File: src/rtl/scr1_ahb_mem_slave_if.sv
// Bus bundle between an AHB-Lite master and the scr1_ahb_mem_slave, and
// between that slave and the SCR1-style memory behind it.
// Modports: slave = the bridge view; master = the bus/memory environment view.
interface scr1_ahb_mem_slave_if;
    // AHB-Lite side
    logic        hsel;
    logic [1:0]  htrans;
    logic        hwrite;
    logic [2:0]  hsize;
    logic [31:0] haddr;
    logic [31:0] hwdata;
    logic        hready;
    logic        hreadyout;
    logic        hresp;
    logic [31:0] hrdata;
    // SCR1 memory side
    logic        mem_req;
    logic        mem_req_ack;
    logic        mem_cmd;
    logic [1:0]  mem_width;
    logic [31:0] mem_addr;
    logic [31:0] mem_wdata;
    logic [31:0] mem_rdata;
    logic [1:0]  mem_resp;

    modport slave (
        input  hsel, htrans, hwrite, hsize, haddr, hwdata, hready,
        output hreadyout, hresp, hrdata,
        output mem_req, mem_cmd, mem_width, mem_addr, mem_wdata,
        input  mem_req_ack, mem_rdata, mem_resp
    );

    modport master (
        output hsel, htrans, hwrite, hsize, haddr, hwdata, hready,
        input  hreadyout, hresp, hrdata,
        input  mem_req, mem_cmd, mem_width, mem_addr, mem_wdata,
        output mem_req_ack, mem_rdata, mem_resp
    );
endinterface

File: src/rtl/scr1_ahb_mem_slave.sv
// AHB-Lite slave that turns each accepted transfer into one SCR1 memory request.
// Latency: 2 wait states minimum (REQ, RESP), data phase completes in DONE.
// Backpressure: hreadyout low while waiting on mem_req_ack / mem_resp; ERROR is two cycles.
// Ports: clk, rst_n (async, active low); bus = AHB-Lite + memory signals (slave modport).
module scr1_ahb_mem_slave #(
    parameter int SCR1_AHB_WIDTH  = 32,
    parameter bit ERR_ON_MISALIGN = 1'b1
) (
    input  logic                   clk,
    input  logic                   rst_n,
    scr1_ahb_mem_slave_if.slave    bus
);

    localparam logic [2:0] ST_IDLE = 3'd0;
    localparam logic [2:0] ST_REQ  = 3'd1;
    localparam logic [2:0] ST_RESP = 3'd2;
    localparam logic [2:0] ST_DONE = 3'd3;
    localparam logic [2:0] ST_ERR1 = 3'd4;
    localparam logic [2:0] ST_ERR2 = 3'd5;

    localparam logic [1:0] RESP_RDY_OK = 2'b01;

    logic [2:0]                state;
    logic [2:0]                state_nxt;
    logic [SCR1_AHB_WIDTH-1:0] addr_q;
    logic [SCR1_AHB_WIDTH-1:0] rdata_q;
    logic                      write_q;
    // Only the low two size bits are kept: oversized transfers never reach REQ.
    logic [1:0]                size_q;
    logic                      acc_win;
    logic                      acc;
    logic                      bad;
    logic                      misalign;
    logic                      unused_bits;

    // htrans[0] only separates NONSEQ from SEQ, which are handled identically.
    assign unused_bits = bus.htrans[0];

    // Address phase is only sampled in the cycles where hreadyout is high.
    assign acc_win  = (state == ST_IDLE) | (state == ST_DONE) | (state == ST_ERR2);
    assign acc      = acc_win & bus.hsel & bus.hready & bus.htrans[1];
    assign misalign = ((bus.hsize == 3'b001) & bus.haddr[0]) |
                      ((bus.hsize == 3'b010) & (bus.haddr[1:0] != 2'b00));
    assign bad      = (bus.hsize > 3'b010) | (ERR_ON_MISALIGN & misalign);

    always_comb begin
        state_nxt = state;
        case (state)
            ST_IDLE, ST_DONE, ST_ERR2: begin
                if (acc) state_nxt = bad ? ST_ERR1 : ST_REQ;
                else     state_nxt = ST_IDLE;
            end
            ST_REQ:  if (bus.mem_req_ack) state_nxt = ST_RESP;
            ST_RESP: begin
                if (bus.mem_resp == RESP_RDY_OK) state_nxt = ST_DONE;
                // RDY_ER and the undefined code 11 are both errors.
                else if (bus.mem_resp[1])        state_nxt = ST_ERR1;
            end
            ST_ERR1: state_nxt = ST_ERR2;
            default: state_nxt = ST_IDLE;
        endcase
    end

    always_ff @(posedge clk or negedge rst_n) begin
        if (!rst_n) begin
            state   <= ST_IDLE;
            addr_q  <= '0;
            write_q <= 1'b0;
            size_q  <= 2'b00;
            rdata_q <= '0;
        end else begin
            state <= state_nxt;
            if (acc) begin
                addr_q  <= bus.haddr;
                write_q <= bus.hwrite;
                size_q  <= bus.hsize[1:0];
            end
            if ((state == ST_RESP) && (bus.mem_resp == RESP_RDY_OK) && !write_q) begin
                rdata_q <= bus.mem_rdata;
            end
        end
    end

    // All outputs decode straight from state, so reset forces them at once.
    assign bus.hreadyout = acc_win;
    assign bus.hresp     = (state == ST_ERR1) | (state == ST_ERR2);
    assign bus.hrdata    = rdata_q;
    assign bus.mem_req   = (state == ST_REQ);
    assign bus.mem_cmd   = write_q;
    assign bus.mem_width = size_q;
    assign bus.mem_addr  = addr_q;
    // Master holds hwdata through the wait states, so no capture is needed.
    assign bus.mem_wdata = bus.hwdata;

endmodule

File: src/flat_wrapper.sv
// flat-port wrapper written by rule: the top's interface ports become plain ports
module scr1_ahb_mem_slave_flat 
#(
    parameter int SCR1_AHB_WIDTH  = 32,
    parameter bit ERR_ON_MISALIGN = 1'b1
)
  (clk, rst_n, bus_hsel, bus_htrans, bus_hwrite, bus_hsize, bus_haddr, bus_hwdata, bus_hready, bus_hreadyout, bus_hresp, bus_hrdata, bus_mem_req, bus_mem_cmd, bus_mem_width, bus_mem_addr, bus_mem_wdata, bus_mem_req_ack, bus_mem_rdata, bus_mem_resp);
  scr1_ahb_mem_slave_if bus_i ();
  input  logic clk;
  input  logic rst_n;
  input wire logic [$bits(bus_i.hsel)-1:0] bus_hsel;
  input wire logic [$bits(bus_i.htrans)-1:0] bus_htrans;
  input wire logic [$bits(bus_i.hwrite)-1:0] bus_hwrite;
  input wire logic [$bits(bus_i.hsize)-1:0] bus_hsize;
  input wire logic [$bits(bus_i.haddr)-1:0] bus_haddr;
  input wire logic [$bits(bus_i.hwdata)-1:0] bus_hwdata;
  input wire logic [$bits(bus_i.hready)-1:0] bus_hready;
  output wire logic [$bits(bus_i.hreadyout)-1:0] bus_hreadyout;
  output wire logic [$bits(bus_i.hresp)-1:0] bus_hresp;
  output wire logic [$bits(bus_i.hrdata)-1:0] bus_hrdata;
  output wire logic [$bits(bus_i.mem_req)-1:0] bus_mem_req;
  output wire logic [$bits(bus_i.mem_cmd)-1:0] bus_mem_cmd;
  output wire logic [$bits(bus_i.mem_width)-1:0] bus_mem_width;
  output wire logic [$bits(bus_i.mem_addr)-1:0] bus_mem_addr;
  output wire logic [$bits(bus_i.mem_wdata)-1:0] bus_mem_wdata;
  input wire logic [$bits(bus_i.mem_req_ack)-1:0] bus_mem_req_ack;
  input wire logic [$bits(bus_i.mem_rdata)-1:0] bus_mem_rdata;
  input wire logic [$bits(bus_i.mem_resp)-1:0] bus_mem_resp;
  assign bus_i.hsel = bus_hsel;
  assign bus_i.htrans = bus_htrans;
  assign bus_i.hwrite = bus_hwrite;
  assign bus_i.hsize = bus_hsize;
  assign bus_i.haddr = bus_haddr;
  assign bus_i.hwdata = bus_hwdata;
  assign bus_i.hready = bus_hready;
  assign bus_hreadyout = bus_i.hreadyout;
  assign bus_hresp = bus_i.hresp;
  assign bus_hrdata = bus_i.hrdata;
  assign bus_mem_req = bus_i.mem_req;
  assign bus_mem_cmd = bus_i.mem_cmd;
  assign bus_mem_width = bus_i.mem_width;
  assign bus_mem_addr = bus_i.mem_addr;
  assign bus_mem_wdata = bus_i.mem_wdata;
  assign bus_i.mem_req_ack = bus_mem_req_ack;
  assign bus_i.mem_rdata = bus_mem_rdata;
  assign bus_i.mem_resp = bus_mem_resp;
  scr1_ahb_mem_slave #(.SCR1_AHB_WIDTH(SCR1_AHB_WIDTH), .ERR_ON_MISALIGN(ERR_ON_MISALIGN)) u_core (.clk(clk), .rst_n(rst_n), .bus(bus_i));
endmodule
File: config.mk
export PLATFORM = sky130hd
export DESIGN_NAME = scr1_ahb_mem_slave_flat
export DESIGN_NICKNAME = d
export VERILOG_FILES = /design/src/rtl/scr1_ahb_mem_slave_if.sv /design/src/rtl/scr1_ahb_mem_slave.sv /design/src/flat_wrapper.sv
export SDC_FILE = /design/constraint.sdc
export NUM_CORES = 1
export LEC_CHECK = 0
export ABC_CLOCK_PERIOD_IN_PS = 4000
export CAP_MARGIN = 15
export CELL_PAD_IN_SITES_DETAIL_PLACEMENT = 1
export CELL_PAD_IN_SITES_GLOBAL_PLACEMENT = 1
export CORE_MARGIN = 3
export CORE_UTILIZATION = 28
export DETAILED_ROUTE_END_ITERATION = 7
export PLACE_DENSITY = 0.89
export SETUP_SLACK_MARGIN = 0.02
export SYNTH_ARGS = -nofsm -noshare
export SYNTH_HDL_FRONTEND = slang
export SYNTH_SLANG_ARGS = --single-unit
File: constraint.sdc
create_clock -name clk -period 4 [get_ports clk]
set_input_delay 0.8 -clock clk [delete_from_list [all_inputs] [get_ports clk]]
set_output_delay 0.8 -clock clk [all_outputs]
set_load 0.005 [all_outputs]
==> flow_summary.rst <==
.. list-table::
   :header-rows: 1

   * - Metric
     - Value
   * - Run status
     - finished clean
   * - Antenna violations before repair
     - 0
   * - Storage cell area
     - 1750 um2
   * - Worst clock skew
     - 0.00490 ns
   * - Part of the power in registers
     - 39.8%
   * - Buffers inserted by post-CTS timing repair
     - 0
   * - Total power divided by cell area
     - roughly 680 nW/um2
   * - Post-synth top area share
     - 58.5%
   * - Horizontal extent of the die
     - 109 um
   * - Peak fanout along the critical path
     - 10
   * - Port Buf Inserts
     - ~150
   * - Mean number of vias per cell
     - between 4 and 5
   * - Total internal power
     - 2.28 mW
   * - CTS tree
     - yes
   * - First-pass GRT wire length
     - 12100 um
   * - Number of global-route vias before repair
     - roughly 2400
   * - Main flop type after synthesis
     - dfrtp_1
   * - CP startpoint kind
     - register
   * - Synthesized net count
     - 314
   * - Clock network fraction of total power
     - roughly a fifth
   * - Fraction of the core area covered by cells at the end of the flow
     - 43.8%
   * - Hold WC Path Type
     - register to register
   * - Avg Cell Area, Syn
     - 14.6 um2
   * - Area of the placeable core
     - 10400 um2
   * - Worst Setup End Kind
     - output pin
   * - Slew of the pin with the lowest slew margin
     - 0.898 ns
   * - Yosys cell types
     - 26
   * - Number of synthesized flops with an enable pin
     - 0
   * - Arr. time, crit path
     - 1.86 ns
   * - Cell area after placement
     - between 4000 and 5000 um2
   * - Crit path required time
     - 3.20 ns
   * - Iteration count of the initial detailed-routing pass
     - 4
   * - Dominant cell type by area after synthesis
     - dfrtp_1
   * - Cell area after synthesis
     - between 2000 and 3000 um2
   * - Top area cells in the synthesized netlist
     - dfrtp_1, mux2_2, buf_4
   * - Pin count of the biggest net entering global routing
     - slightly above 70
   * - Cell area after layout
     - 4550 um2
   * - Clock buffer count from CTS
     - 9
   * - Routability cong.
     - about 0.67
   * - Hold violation total from the final report
     - 0
   * - Hold buffers post-CTS
     - 0
   * - Overall power after layout
     - 3.11 mW
   * - Largest voltage drop on the vdd net
     - 0.278 mV
   * - Total congestion overflow after global routing
     - 0
   * - Unrepaired setup endpoints after global routing
     - no
   * - DRC
     - 0
   * - Clock-pin transition on the worst setup and hold timing paths
     - approximately 0.080 ns
   * - Number of gates resized after CTS
     - 0
   * - Maxcap violations
     - 0
   * - Die Area
     - ~12000 um2
   * - Cell row count
     - 37
   * - NumNets Final
     - 433
   * - Total routed wirelength
     - 7940 um
   * - Async set-reset flop share out of synthesis
     - 100%
   * - Count of inserted antenna diode cells
     - 0
   * - Switching share of power
     - 26.7%
   * - Area growth, synth to finish
     - 51.8%
   * - Total vias in the final route
     - 2072
   * - Proportion of layout cells with a drive suffix above 1
     - 26.2%
   * - Clock buffer depth
     - 2
   * - Min Clock Period, post-route
     - 2.66 ns
   * - Number of flip-flops and latches in the synthesized netlist
     - 70
   * - Total GRT Usage
     - between 10% and 20%
   * - Initial Util
     - 28.9%
   * - Number of fillers in the final layout
     - 1084
   * - DP Wirelength
     - 5960 um
   * - Number of primary I/O pins
     - 211
   * - Critical setup path kind
     - register to output pin
   * - Multi-input gate area in the final layout
     - 941 um2
   * - Drt first-iter violations
     - 47
   * - Leakage dissipation
     - 1.90 nW
   * - # H-tree levels
     - 3
   * - Final Max Tran Viols
     - 0
   * - Detail-routed net length per standard cell
     - 17.1 um
   * - Total number of yosys warnings
     - 0
   * - Antenna-violating nets left
     - 0
   * - Portion of the clock cycle consumed by the worst path in the final layout
     - 66.5%
   * - Total negative setup slack
     - 0 ns
   * - Clock tree root driver cell
     - clkbuf_8
   * - Worst slew slack as a fraction of its limit
     - 40.1%
   * - Final Setup Violations
     - 0
   * - Number of sinks driven by the clock tree
     - 70
   * - Clk_lat worst skew
     - 0.34 ns
   * - Sequential share of the synthesized area
     - 58.5%
   * - Comb power frac
     - 40.8%
   * - Net switching power
     - 0.828 mW
   * - Max Freq
     - 376 MHz
   * - Vertical die dimension
     - 109 um
   * - Gate count of the mapped netlist
     - 205
## power groups by stage
stage                     sequential (mW)  combinational, mW  clock, mW
after detailed placement             1.25               1.29          0
after global routing                 1.28               1.37      0.664
after CTS                            1.24               1.30      0.632
final                                1.24               1.27      0.603
after floorplan                      1.24              0.439          0
after global placement               1.22               1.25          0
## kinds of logic after synthesis
logic type      count (synthesis)  share of synthesized area [%]
flops                          70                           58.5
mux                            67                           25.2
buf+inv                        41                           10.1
simple gates                   16                           3.26
compound gates                 10                           2.67
xor+xnor                        1                          0.292
## layout by cell type (no fill, tap or decap), drive strengths merged
cell / n
clkinvlp: 1
buf: 4
o2bb2ai: 1
bufinv: 1
nor3: 3
and3: 1
xnor2: 1
nor4b: 1
nor2b: 2
a21oi: 3
dfrtp: 70
nand3: 1
clkdlybuf4s50: 144
nor3b: 1
or3b: 1
mux2: 67
nand2b: 2
clkbuf: 12
o211ai: 1
o21ba: 1
a31oi: 1
inv: 1
a211oi: 1
nor2: 3
o21ai: 1
clkinv: 1
o21bai: 1
nand2: 1
## per-stage QoR
stage	hold WS [ns]	instances	worst slack [ns]
floorplan	0.483	205	2.06
global placement	0.474	449	1.23
detailed placement	0.486	449	1.12
CTS	0.502	464	1.30
global route	0.520	464	1.26
finish	0.497	464	1.34
## layer usage
layer,wire length [um],vias to the layer above,GRT usage (%)
met2,4270,101,24.2
met4,151,0,6.32
met1,2680,1040,13.0
met3,841,18,5.64
li1,-,913,-
met5,0,-,0
## state kept, by name, indices dropped and copies added (netlist names)
name,cells
u_core.bus.hrdata,32
u_core.bus.mem_width,2
u_core.bus.mem_addr,32
u_core.state,3
u_core.bus.mem_cmd,1
## final cells by class
cell class	count	share of cell area (%)
sequential	70	38.5
timing repair buffer	148	32.4
multi-input combinational	94	20.7
tap	136	3.74
clock buffer	12	3.63
clock inverter	3	0.936
inverter	1	0.0826
## critical path, cell delays in order, from the launching register on
cell and delay [ns]:
dfrtp_1 0.55, nor3b_1 0.36, clkdlybuf4s50_1 0.61
## cell usage after synthesis, types with 2 or more instances
library cell	number
dfrtp_1	70
mux2_2	63
buf_4	32
buf_2	5
mux2_1	4
a21oi_1	3
buf_6	3
nor2_1	3
nor3_1	3
nand2b_1	2
nor2b_1	2
## final timing paths
kind / slack, ns / startpoint / cells past startpoint / end
max in group asynchronous: 2.84 / rst_n / 1 / u_core.bus.hrdata[20]
worst min register to register: 0.50 / u_core.bus.mem_addr[19] / 1 / u_core.bus.mem_addr[19]
worst max register to register: 1.81 / u_core.state[1] / 5 / u_core.bus.hrdata[30]
worst max-delay path: 1.34 / u_core.state[0] / 2 / bus_mem_req
min in group asynchronous: 0.59 / rst_n / 1 / u_core.bus.hrdata[4]
worst min-delay path: 0.50 / u_core.bus.mem_addr[19] / 1 / u_core.bus.mem_addr[19]
(Power assumes the default switching activity.)
